==> src/rtl/otter_pkg.sv <==
// rtl/otter_pkg.sv - shared types for the OTTER pipeline control slice
package otter_pkg;

  // RV32I major opcodes seen by the decode stage
  typedef enum logic [6:0] {
    OPC_LUI    = 7'b0110111,
    OPC_AUIPC  = 7'b0010111,
    OPC_JAL    = 7'b1101111,
    OPC_JALR   = 7'b1100111,
    OPC_BRANCH = 7'b1100011,
    OPC_LOAD   = 7'b0000011,
    OPC_STORE  = 7'b0100011,
    OPC_OP_IMM = 7'b0010011,
    OPC_OP     = 7'b0110011,
    OPC_SYSTEM = 7'b1110011
  } opcode_t;

  // EX operand source: register file, EX/MEM ALU result, MEM/WB write data
  typedef enum logic [1:0] {
    FWD_RF  = 2'd0,
    FWD_MEM = 2'd1,
    FWD_WB  = 2'd2
  } fwd_sel_t;

  // Interrupt sequencing: normal issue, pipeline drain, one-cycle trap entry
  typedef enum logic [1:0] {
    RUN   = 2'd0,
    DRAIN = 2'd1,
    TRAP  = 2'd2
  } ctrl_state_t;

endpackage

==> src/rtl/otter_fwd_unit.sv <==
// rtl/otter_fwd_unit.sv - forwarding select for one EX source operand
module otter_fwd_unit
  import otter_pkg::*;
(
  input  logic [4:0] exRs,
  input  logic       exRsUsed,
  input  logic       vMem,
  input  logic       memRegWrite,
  input  logic [4:0] memRd,
  input  logic       vWb,
  input  logic       wbRegWrite,
  input  logic [4:0] wbRd,
  output logic [1:0] fwdSel
);

  // MEM is younger than WB, so its result wins; x0 is never forwarded
  always_comb begin
    fwdSel = FWD_RF;
    if (exRsUsed && vMem && memRegWrite && (memRd == exRs) && (memRd != 5'd0)) begin
      fwdSel = FWD_MEM;
    end else if (exRsUsed && vWb && wbRegWrite && (wbRd == exRs) && (wbRd != 5'd0)) begin
      fwdSel = FWD_WB;
    end
  end

endmodule

==> src/rtl/otter_pipe_ctrl.sv <==
// rtl/otter_pipe_ctrl.sv - OTTER pipeline controller: valids, stalls, forwarding, interrupt drain
module otter_pipe_ctrl
  import otter_pkg::*;
#(
  parameter int XLEN  = 32,
  parameter int CNT_W = 32
) (
  input  logic             CLK,
  input  logic             RESET,
  input  logic             INTR,
  input  logic             intr_en,
  input  logic [4:0]       de_rs1,
  input  logic [4:0]       de_rs2,
  input  logic             de_rs1_used,
  input  logic             de_rs2_used,
  input  logic [XLEN-1:0]  de_pc,
  input  logic [4:0]       ex_rs1,
  input  logic [4:0]       ex_rs2,
  input  logic             ex_rs1_used,
  input  logic             ex_rs2_used,
  input  logic [4:0]       ex_rd,
  input  logic             ex_reg_write,
  input  logic             ex_mem_read,
  input  logic             ex_redirect,
  input  logic [XLEN-1:0]  redirect_target,
  input  logic [4:0]       mem_rd,
  input  logic             mem_reg_write,
  input  logic             mem_access,
  input  logic             dmem_ready,
  input  logic [4:0]       wb_rd,
  input  logic             wb_reg_write,
  output logic             stall_pc,
  output logic             stall_if,
  output logic             stall_de,
  output logic             stall_ex,
  output logic             stall_mem,
  output logic             v_de,
  output logic             v_ex,
  output logic             v_mem,
  output logic             v_wb,
  output logic [1:0]       fwd_a_sel,
  output logic [1:0]       fwd_b_sel,
  output logic             intr_take,
  output logic [XLEN-1:0]  intr_epc,
  output logic [CNT_W-1:0] stall_cycles,
  output logic [CNT_W-1:0] flush_count
);

  ctrl_state_t state;

  logic memWait;
  logic loadUse;
  logic redir;
  logic intrReq;
  logic drainDone;
  logic nDe;
  logic nEx;
  logic nMem;
  logic nWb;

  // Hazard detection; a load writing x0 never creates a dependency.
  // ex_reg_write is implied by ex_mem_read for loads, so it is not part of the test.
  assign memWait = v_mem & mem_access & ~dmem_ready;
  assign loadUse = v_ex & ex_mem_read & (ex_rd != 5'd0) & v_de &
                   ((de_rs1_used & (de_rs1 == ex_rd)) | (de_rs2_used & (de_rs2 == ex_rd)));
  assign redir   = v_ex & ex_redirect;

  // The interrupt is only accepted on a clean cycle so the DE PC is a valid return point
  assign intrReq   = INTR & intr_en & v_de & ~memWait & ~redir & ~loadUse;
  assign drainDone = ~v_ex & ~v_mem & ~v_wb & ~memWait;

  // Stall outputs and next-cycle valid bits, by hazard priority then FSM overrides
  always_comb begin
    stall_pc  = 1'b0;
    stall_if  = 1'b0;
    stall_de  = 1'b0;
    stall_ex  = 1'b0;
    stall_mem = 1'b0;
    nDe       = v_de;
    nEx       = v_ex;
    nMem      = v_mem;
    nWb       = v_wb;
    if (memWait) begin
      stall_pc  = 1'b1;
      stall_if  = 1'b1;
      stall_de  = 1'b1;
      stall_ex  = 1'b1;
      stall_mem = 1'b1;
      nWb       = 1'b0;
    end else if (redir) begin
      nDe  = 1'b0;
      nEx  = 1'b0;
      nMem = 1'b1;
      nWb  = v_mem;
    end else if (loadUse) begin
      stall_pc = 1'b1;
      stall_if = 1'b1;
      stall_de = 1'b1;
      nEx      = 1'b0;
      nMem     = v_ex;
      nWb      = v_mem;
    end else begin
      nDe  = (state == RUN);
      nEx  = v_de;
      nMem = v_ex;
      nWb  = v_mem;
    end
    case (state)
      RUN: begin
        if (intrReq) nDe = 1'b0;
      end
      DRAIN: begin
        stall_pc = 1'b1;
        stall_if = 1'b1;
        nDe      = 1'b0;
      end
      TRAP: begin
        stall_pc = 1'b0;
        nDe      = 1'b0;
      end
      default: begin
        nDe = 1'b0;
      end
    endcase
  end

  // Valid bits, counters and interrupt FSM; reset overrides everything including a drain
  always_ff @(posedge CLK) begin
    if (RESET) begin
      v_de         <= 1'b0;
      v_ex         <= 1'b0;
      v_mem        <= 1'b0;
      v_wb         <= 1'b0;
      state        <= RUN;
      intr_take    <= 1'b0;
      intr_epc     <= '0;
      stall_cycles <= '0;
      flush_count  <= '0;
    end else begin
      v_de      <= nDe;
      v_ex      <= nEx;
      v_mem     <= nMem;
      v_wb      <= nWb;
      intr_take <= 1'b0;
      if (stall_pc) stall_cycles <= stall_cycles + CNT_W'(1);
      if (redir && !memWait) flush_count <= flush_count + CNT_W'(v_de ? 2'd2 : 2'd1);
      case (state)
        RUN: begin
          if (intrReq) begin
            state    <= DRAIN;
            intr_epc <= de_pc;
          end
        end
        DRAIN: begin
          if (redir && !memWait) intr_epc <= redirect_target;
          if (drainDone) begin
            state     <= TRAP;
            intr_take <= 1'b1;
          end
        end
        TRAP: begin
          state <= RUN;
        end
        default: begin
          state <= RUN;
        end
      endcase
    end
  end

  otter_fwd_unit u_fwd_a (
    .exRs        (ex_rs1),
    .exRsUsed    (ex_rs1_used),
    .vMem        (v_mem),
    .memRegWrite (mem_reg_write),
    .memRd       (mem_rd),
    .vWb         (v_wb),
    .wbRegWrite  (wb_reg_write),
    .wbRd        (wb_rd),
    .fwdSel      (fwd_a_sel)
  );

  otter_fwd_unit u_fwd_b (
    .exRs        (ex_rs2),
    .exRsUsed    (ex_rs2_used),
    .vMem        (v_mem),
    .memRegWrite (mem_reg_write),
    .memRd       (mem_rd),
    .vWb         (v_wb),
    .wbRegWrite  (wb_reg_write),
    .wbRd        (wb_rd),
    .fwdSel      (fwd_b_sel)
  );

endmodule

==> config.mk <==
export PLATFORM = sky130hd
export DESIGN_NAME = otter_pipe_ctrl
export DESIGN_NICKNAME = d
export VERILOG_FILES = /design/src/rtl/otter_pkg.sv /design/src/rtl/otter_fwd_unit.sv /design/src/rtl/otter_pipe_ctrl.sv
export SDC_FILE = /design/constraint.sdc
export NUM_CORES = 1
export LEC_CHECK = 0
export CORE_MARGIN = 4
export CORE_UTILIZATION = 38
export DETAILED_ROUTE_END_ITERATION = 10
export PLACE_DENSITY = 0.77
export SYNTH_ARGS = -nofsm -noshare
export SYNTH_HDL_FRONTEND = slang
export SYNTH_SLANG_ARGS = --single-unit
==> constraint.sdc <==
create_clock -name CLK -period 2.5 [get_ports CLK]
set_input_delay 0.5 -clock CLK [delete_from_list [all_inputs] [get_ports CLK]]
set_output_delay 0.5 -clock CLK [all_outputs]
set_load 0.05 [all_outputs]
# == Yosys cells after proc, flatten, opt, wreduce, memory -nomap -nowiden ==
# Cells that the tools add are included.
# totals
ramBits,0
reg_bits,103
latchBits,0
memories,0
word_cells,102
rom_bits,0
out_inout_bits,110
inputBits,114
# classes
multipliers,0
reduce_logical,29
muxes,23
addsub,2
n_shift,0
div,0
eq_ne,12
bitwise_logic,27
magnitude_cmp,0
# ops
operator,n
two-way mux 32 bit,2
case mux 32 bit (2 select lines),1
"adder 32 x 1 -> 32 bit, second input constant",1
adder 32 x 2 -> 32 bit,1
equality test 5 bit,6
bitwise AND 1 bit,17
logical AND 1 bit,17
nonzero test 5 bit,3
two-way mux 2 bit,7
two-way mux 1 bit,11
inverter 1 bit,9
"!= test 2 bit, second input constant",3
case mux 2 bit (2 select lines),1
AND reduction 2 bit,2
OR reduction 2 bit,2
AND reduction 3 bit,1
OR reduction 3 bit,1
"equality test 2 x 1 -> 1 bit, second input constant",1
"equality test 2 bit, second input constant",1
logical NOT 2 bit,1
"!= test 2 x 1 -> 1 bit, second input constant",1
case mux 1 bit (2 select lines),1
nonzero test 2 bit,1
logical NOT 1 bit,1
OR 1 bit,1

# == Logic depth before layout (Yosys ltp) ==
# Gate-level depths: netlist (run 1).
# logic_depth
ltp_word,8
mapped_depth,9

# == Cells and area by module ==
# Synthesis (run 1) repeated with hierarchy kept, for this count alone.
# unflattened
hier_cells,607
area_unflattened_um2,5430.2
# modules_own_cells
mod,instances,area_per_inst_um2,cells_each,seq_area_each_um2
otter_pipe_ctrl,1,5097.4,563,2062.0
otter_fwd_unit,2,166.4,22,0.0

# == Least setup slack after synthesis (run 1) ==
# Ideal clock, no wire load.
# synth_timing
kind,input to output
start,input mem_rd[1]
end,output fwd_a_sel[1]
n_path_buf,0
arrival_time_ns,2.639
stages,4
path_slack_ns,-0.639
cell_sequence,or4_1 > o211ai_1 > nor3_1 > nor3_1
# synth_between
elab_chain_len,4
# synth_rtl
element,line,source
"start, declared",otter_pipe_ctrl.sv:26,"input logic [4:0] mem_rd,"
equality test 5 bit,otter_fwd_unit.sv:19,if (exRsUsed && vMem && memRegWrite && (memRd == exRs) && (memRd != 5'd0)) begin
logical AND 1 bit,otter_fwd_unit.sv:19,
logical AND 1 bit *,otter_fwd_unit.sv:19,
two-way mux 2 bit *,otter_fwd_unit.sv:19,
"end, declared",otter_pipe_ctrl.sv:41,"output logic [1:0] fwd_a_sel,"
# Every way passes the cells marked *; elsewhere a longest branch is shown, timed or not.

# == Worst setup path after layout (run 1) ==
# layout_timing
start,input ex_rs2[2]
end,output fwd_b_sel[1]
# layout_between
elab_chain_len,5
# layout_rtl
element,line,source
"start, declared",otter_pipe_ctrl.sv:18,"input logic [4:0] ex_rs2,"
equality test 5 bit,otter_fwd_unit.sv:21,end else if (exRsUsed && vWb && wbRegWrite && (wbRd == exRs) && (wbRd != 5'd0)) begin
logical AND 1 bit (2 in a row),otter_fwd_unit.sv:21,
two-way mux 2 bit,otter_fwd_unit.sv:21,
two-way mux 2 bit *,otter_fwd_unit.sv:19,
"end, declared",otter_pipe_ctrl.sv:42,"output logic [1:0] fwd_b_sel,"
# Marks and branches as above.

==> metrics.md, run 1 <==
| Metric | Value |
|---|---|
| Run status | `finished clean` |
| Met2 usage | `37.8%` |
| Final antenna-violating net count | `0` |
| Global-route wire length before repair | `26.3 mm` |
| Syn Area/Cell | `8.50 sq um` |
| Ys Warns | `0` |
| Util after Layout | `62.0%` |
| Slew headroom | `61.7%` |
| Initial antenna violation count | `0` |
| CTS sink cnt | `103` |
| CP startpoint kind | `primary input` |
| Crit path cell chain | `clkdlybuf4s50_1, xor2_1, nor4_1, nand3_1, nor3_4, buf_12` |
| Mapped cell area | `5090 sq um` |
| TritonRoute pass-1 iters | `4` |
| Gate power share | `28.5%` |
| Drt wl/cell | `16.9 um` |
| Critical R2R Launch | `state[0]` |
| Synthesized Nets | `719` |
| Final hold violation count | `0` |
| Worst-Margin Slew | `0.575 ns` |
| Routed WL | `17.2 mm` |
| TritonCTS clock tree | `yes` |
| Worst R2R Setup Slack | `0.19 ns` |
| Fin Clk Skew | `0.00399 ns` |
| CTS max path bufs | `2` |
| P_int | `0.00293 W` |
| Clk network pwr share | `31.0%` |
| Initial Util | `38.6%` |
| Crit-path max cell delay | `0.46 ns` |
| Max-capacitance violation count | `0` |
| Worst IR drop on VDD | `281 uV` |
| GRT Residual Overflow | `0` |
| Sw frac | `33.0%` |
| Worst Setup EP | `fwd_b_sel[1]` |
| Fmax | `0.403 GHz` |
| Total Routing Usage GR | `21.4%` |
| Slowest-stage cell, CP | `clkdlybuf4s50_1` |
| R2R Path End | `stall_cycles[23]` |
| Origin of the worst setup path | `ex_rs2[2]` |
| Seq/Total Area, Yosys | `40.5%` |
| Hpwl dp | `12.8 mm` |
| NumNets Final | `955` |
| Critical Path Fanout Max | `2` |
| Clk root buf | `clkbuf_16` |
| Placed cells | `998` |
| CTS hold repair buffers | `0` |
| Switching power | `0.00144 W` |
| # rows | `42` |
| WP data arrival | `1.98 ns` |
| Hold WC Path Type | `register to register` |
| Crit path time final | `2.48 ns` |
| Most frequent cells in the layout | `clkdlybuf4s50_1 (184), dfxtp_1 (100), nor2_1 (78)` |
| Vias in the first global route | `5326` |
| 1st-iter DRT viols | `251` |
| Commonest non-fill, non-tap cell in the layout | `clkdlybuf4s50_1` |
| Total Power | `0.00437 W` |
| Largest net degree at the start of global routing | `54` |
| Setup violators final | `0` |
| Chip height | `124 um` |
| Clock slew at reported path FFs | `0.07 ns` |
| Count of cell types in the netlist | `46` |
| Share of layout cells above drive strength 1 | `12.7%` |
| Post-synth EDFFs | `0` |
| Yosys reg bits | `103` |
| Fill count | `1098` |
| Clock Latency Late Sink | `0.34 ns` |
| Worst path required time | `2.00 ns` |
| Vias | `5508` |
| Finished Layout Cells | `1016` |
| RSZ-0062 raised after global routing | `yes` |
| Buffers on Ports | `222` |
| Asr flop ratio synth | `0%` |
| Met1 Track Usage GR | `25.0%` |
| Setup TNS | `0 ns` |
| Setup CP Type | `primary input to primary output` |
| Worst hold slack | `0.485 ns` |
| PwrDens | `533 nW/um^2` |
| Top FF cell, synth | `dfxtp_1` |
| Depth of the CTS H-tree | `3` |
| Routing usage on met3 | `5.27%` |
| Drt drc | `0` |
| Core footprint | `13200 sq um` |
| Die area | `15300 sq um` |
| Period Utilization, post-route | `99.2%` |
| CP endpoint kind | `primary output` |
| Grt peak-use layer | `met2` |
| RePlAce Congestion | `0.870` |
| Drt via density | `5.42` |
| Leak Pwr | `2.89 nW` |
| R2R depth | `8` |
| Num CTS Buffers | `9` |
| Layout overhead on the synthesized area | `60.8%` |
| Antenna cells | `0` |
| Seq pwr share | `40.5%` |
| Ports | `224` |
| Final Max Slew Viols | `0` |
| Die Width | `124 um` |
| Cells after synthesis | `599` |
[routing by layer]
layer / up-vias / routed length (um)
li1: 2698 / -
met1: 2615 / 6820
met2: 170 / 8630
met3: 25 / 1430
met4: 0 / 332
met5: - / 0
[through the flow]
stage | setup slack (ns) | instance area (sq um)
final | 0.0208 | 8180
after global routing | -0.0236 | 8180
after CTS | 0.0000493 | 8170
after detailed placement | -0.562 | 7820
after global placement | -0.467 | 7820
after floorplan | -0.116 | 5150
[area by class of cell]
type	instances	area [sq um]	area share, %
multi-input combinational	444	2950	36.1
timing repair buffer	264	2610	31.9
sequential	103	2070	25.2
clock buffer	9	225	2.75
tap	176	220	2.69
clock inverter	7	57.6	0.703
inverter	13	52.6	0.642
[logic make-up (layout without fill, tap and decap cells)]
| logic type | Yosys count | count (layout) | synth area share, % |
|---|---|---|---|
| AOI/OAI and AO/OA | 144 | 144 | 18.9 |
| muxes | 2 | 2 | 0.393 |
| xor gates and xnor gates | 60 | 60 | 10.3 |
| buffers and inverters | 52 | 293 | 4.28 |
| DFF | 103 | 103 | 40.5 |
| adders and majority gates | 6 | 6 | 1.62 |
| and+or+nand+nor | 232 | 232 | 24.0 |
[timing repair]
item                       in CTS  in global routing
cloned                          0                  0
pin swaps                      12                 16
setup buffers                   3                  0
gates resized for setup        42                 30
setup endpoints to repair      70                 29
[flip-flops by register name, summed over array words and instances (netlist names)]
register and count:
v_de 1, flush_count 32, intr_epc 32, v_mem 1, v_wb 1, state 2, stall_cycles 32, intr_take 1
v_ex 1
[worst max-delay path: cells and delay by family]
family / cells / cell delay (ns)
xor gates and xnor gates: 1 / 0.16
and+or+nand+nor: 3 / 0.68
buffers and inverters: 2 / 0.62
[worst min path at each step]
stage / endpoint / startpoint / cells past startpoint / slack [ns]
2_1_floorplan: state[0] / state[0] / 2 / 0.46
3_3_place_gp: stall_cycles[31] / stall_cycles[31] / 2 / 0.47
3_5_place_dp: stall_cycles[31] / stall_cycles[31] / 2 / 0.48
4_1_cts: stall_cycles[31] / stall_cycles[31] / 2 / 0.49
5_1_grt: stall_cycles[31] / stall_cycles[31] / 2 / 0.52
6_report: stall_cycles[31] / stall_cycles[31] / 2 / 0.48
[cell usage after synthesis, drive strengths merged (20+ instances only)]
cell,instances,area share [%]
nand3,28,2.8
clkbuf,26,1.9
xor2,38,6.5
dfxtp,103,41
xnor2,22,3.8
o21ai,20,2.0
a221oi,33,5.7
nor2,82,6.0
a21oi,34,3.3
or4,20,3.0
nand4,23,2.8
nand2,21,1.5
o22ai,32,3.9
[power groups by stage]
stage	logic (W)	clock network, W	registers [W]
final	0.00124	0.00135	0.00177
after CTS	0.00123	0.00139	0.00177
after detailed placement	0.00123	0	0.00181
after floorplan	0.000456	0	0.00204
after global routing	0.00132	0.00145	0.00178
after global placement	0.00119	0	0.00180
No activity file was read; power rests on OpenSTA's default activity.
==> run 2: changes to the inputs <==
--- a/config.mk
+++ b/config.mk
@@ -5,10 +5,11 @@
 export SDC_FILE = /design/constraint.sdc
 export NUM_CORES = 1
 export LEC_CHECK = 0
+export ABC_AREA = 1
 export CORE_MARGIN = 4
-export CORE_UTILIZATION = 38
+export CORE_UTILIZATION = 42
 export DETAILED_ROUTE_END_ITERATION = 10
-export PLACE_DENSITY = 0.77
+export PLACE_DENSITY = 0.78
 export SYNTH_ARGS = -nofsm -noshare
 export SYNTH_HDL_FRONTEND = slang
 export SYNTH_SLANG_ARGS = --single-unit
==> constraint.sdc (replaced) <==
create_clock -name CLK -period 2 [get_ports CLK]
set_input_delay 0.4 -clock CLK [delete_from_list [all_inputs] [get_ports CLK]]
set_output_delay 0.4 -clock CLK [all_outputs]
set_load 0.05 [all_outputs]
==> run 2 against run 1 <==
Largest cell class unchanged. Sequential share of layout area is 4.7 points lower. Clock-buffer cell count up 1. Critical path depth up 4. Non-clock buffer count rose by 33. The run now ends with setup timing left. Largest power group is now combinational logic. Synthesized cell count up 77%. Via count is 38% higher.
==> metrics.md, run 2 <==
| Metric | Value |
|---|---|
| WP data arrival | `1.66 ns` |
| Run status | `finished with violations` |
| Most frequent cells in the layout | `nand2_1 (330), nor2_1 (187), clkdlybuf4s50_1 (113)` |
| Antenna cells | `0` |
| Critical Path Fanout Max | `2` |
| 1st-iter DRT viols | `556` |
| PwrDens | `1080 nW/um^2` |
| Sw frac | `47.3%` |
| Synth area leaders | `dfxtp_1 (31%), nand2_1 (19%), nor2_1 (11%)` |
| NumNets Final | `1455` |
| CTS max path bufs | `2` |
| Worst-Margin Slew | `0.551 ns` |
| CP endpoint kind | `primary output` |
| Core footprint | `15300 sq um` |
| Vias | `7622` |
| Cells after synthesis | `1061` |
| Layout overhead on the synthesized area | `53.5%` |
| Fin Clk Skew | `0.00970 ns` |
| Top FF cell, synth | `dfxtp_1` |
| M1 WL | `8.75 mm` |
| Dpl ws | `-0.371 ns` |
| Buffers on Ports | `222` |
| Slew headroom | `63.1%` |
| Crit path time final | `2.06 ns` |
| Final hold violation count | `0` |
| Most common cell in the netlist | `nand2_1` |
| Syn Area/Cell | `6.22 sq um` |
| RSZ-0062 raised after global routing | `yes` |
| Cell taking the most area after synthesis | `dfxtp_1` |
| TritonCTS clock tree | `yes` |
| Final Max Slew Viols | `0` |
| Drt wl/cell | `13.9 um` |
| RePlAce Congestion | `0.957` |
| Share of the synthesized area in the top cell type | `31.2%` |
| GRT Residual Overflow | `0` |
| Vias in the first global route | `7158` |
| Drt drc | `0` |
| Asr flop ratio synth | `0%` |
| # rows | `45` |
| Area of all placed cells without fillers | `10100 sq um` |
| Final antenna-violating net count | `0` |
| Gate power share | `54.7%` |
| Met2 wire length | `10.7 mm` |
| Setup CP Type | `primary input to primary output` |
| Largest net degree at the start of global routing | `30` |
| Clk root buf | `clkbuf_16` |
| Switching power | `0.00516 W` |
| Seq pwr share | `27.9%` |
| Leak Pwr | `4.64 nW` |
| Setup WS post-layout | `-0.0597 ns` |
| Placed cells | `1515` |
| P_int | `0.00575 W` |
| Finished Layout Cells | `1551` |
| Initial antenna violation count | `0` |
| Clock Latency Late Sink | `0.35 ns` |
| Drt via density | `4.91` |
| Dpl cell area | `9460 sq um` |
| Die Width | `133 um` |
| Max-capacitance violation count | `0` |
| Clk network pwr share | `17.4%` |
| CTS hold repair buffers | `0` |
| Die area | `17800 sq um` |
| Synthesized Nets | `1181` |
| Clock slew at reported path FFs | `0.07 ns` |
| Total Routing Usage GR | `23.4%` |
| Chip height | `133 um` |
| Hpwl dp | `16.4 mm` |
| Post-synth EDFFs | `0` |
| Setup violators final | `3` |
| Yosys reg bits | `103` |
| Period Utilization, post-route | `103%` |
| Worst IR drop on VDD | `734 uV` |
| Fmax | `0.485 GHz` |
| Num CTS Buffers | `9` |
| Routed met3 length | `1.54 mm` |
| Ys Warns | `0` |
| Total Power | `0.0109 W` |
| CP startpoint kind | `primary input` |
| CTS sink cnt | `103` |
| TritonRoute pass-1 iters | `5` |
| Worst path required time | `1.60 ns` |
| Seq/Total Area, Yosys | `31.2%` |
| Depth of the CTS H-tree | `3` |
| Initial Util | `43.1%` |
| Ports | `224` |
| Share of layout cells above drive strength 1 | `18.0%` |
| Commonest non-fill, non-tap cell in the layout | `nand2_1` |
| Failing checks | `setup timing` |
| Largest registers | `flush_count (32), intr_epc (32), stall_cycles (32)` |
| Top routing layer in use | `met4` |
| Count of cell types in the netlist | `42` |
| Hold WC Path Type | `register to register` |
| Routed WL | `21.5 mm` |
| Fill count | `1338` |
| Top cells by count, synth | `nand2_1 (337), nor2_1 (190), dfxtp_1 (103)` |
| Global-route wire length before repair | `34.5 mm` |
| Mapped cell area | `6600 sq um` |
run 2: cell types whose count changed after synthesis, moves of 14 or more:
| cell | delta |
|---|---|
| a221oi_1 | -33 |
| clkbuf_1 | -18 |
| inv_1 | +90 |
| nand2_1 | +316 |
| nand3_1 | +31 |
| nor2_1 | +108 |
| nor3_1 | +25 |
| o22ai_1 | -31 |
| o31ai_1 | -14 |
| or3_1 | -19 |
| or4_1 | -19 |
| xor2_1 | -18 |
run 2: worst max-delay path: stages:
cell and delay, ns:
buf_8 0.10, inv_4 0.04, buf_6 0.09, nand2_4 0.04, nor4_4 0.29, buf_4 0.17
nor4_4 0.04, buf_4 0.14, nor3_4 0.18, buf_12 0.16
run 2: stage by stage:
step,util [%],hold WS (ns),TNS (ns)
floorplan,-,0.439,-0.0748
global placement,61.8,0.450,-11.96
detailed placement,61.8,0.460,-13.65
CTS,64.2,0.470,-0.214
global route,66.1,0.515,-0.977
finish,66.1,0.475,-0.142
run 2: final timing paths:
| kind | from | to | slack (ns) | cells past startpoint |
|---|---|---|---|---|
| worst min register to register | intr_epc[14] | intr_epc[14] | 0.47 | 2 |
| worst max register to register | v_de | flush_count[11] | 0.01 | 13 |
| worst min-delay path | intr_epc[14] | intr_epc[14] | 0.47 | 2 |
| worst max-delay path | mem_rd[3] | fwd_b_sel[1] | -0.06 | 10 |
run 2: cell families (layout without fill, tap and decap cells):
family | after synthesis | in the layout | synth area share (%)
compound gates | 70 | 70 | 5.57
xor+xnor | 40 | 40 | 5.31
fa+ha+maj | 6 | 6 | 1.25
buf+inv | 147 | 426 | 9.44
flops | 103 | 103 | 31.2
mux | 11 | 11 | 1.67
simple gates | 684 | 684 | 45.5
run 2: layer usage:
| metal | vias up | global-route usage [%] |
|---|---|---|
| met2 | 268 | 40.2 |
| li1 | 3868 | - |
| met5 | - | 0 |
| met4 | 0 | 8.17 |
| met3 | 37 | 4.42 |
| met1 | 3449 | 29.3 |
run 2: timing repair:
action,in CTS,in global routing
hold endpoints to repair,0,0
resized for setup,93,69
setup endpoints to repair,33,33
pin swaps,29,36
setup buffers,11,9
run 2: final cells by class:
| class | instances | area (sq um) | area share (%) |
|---|---|---|---|
| Clock buffer | 10 | 250 | 2.47 |
| Clock inverter | 6 | 65.1 | 0.642 |
| Inverter | 113 | 443 | 4.37 |
| Multi-Input combinational cell | 811 | 4200 | 41.4 |
| Sequential cell | 103 | 2080 | 20.5 |
| Tap cell | 211 | 264 | 2.61 |
| Timing Repair Buffer | 297 | 2830 | 28.0 |
run 2: power groups by stage:
stage	logic, W	clock network (W)	registers [W]
finish	0.00597	0.00189	0.00305
global route	0.00642	0.00202	0.00311
CTS	0.00587	0.00192	0.00304
detailed placement	0.00585	0	0.00308
global placement	0.00578	0	0.00306
floorplan	0.00215	0	0.00475
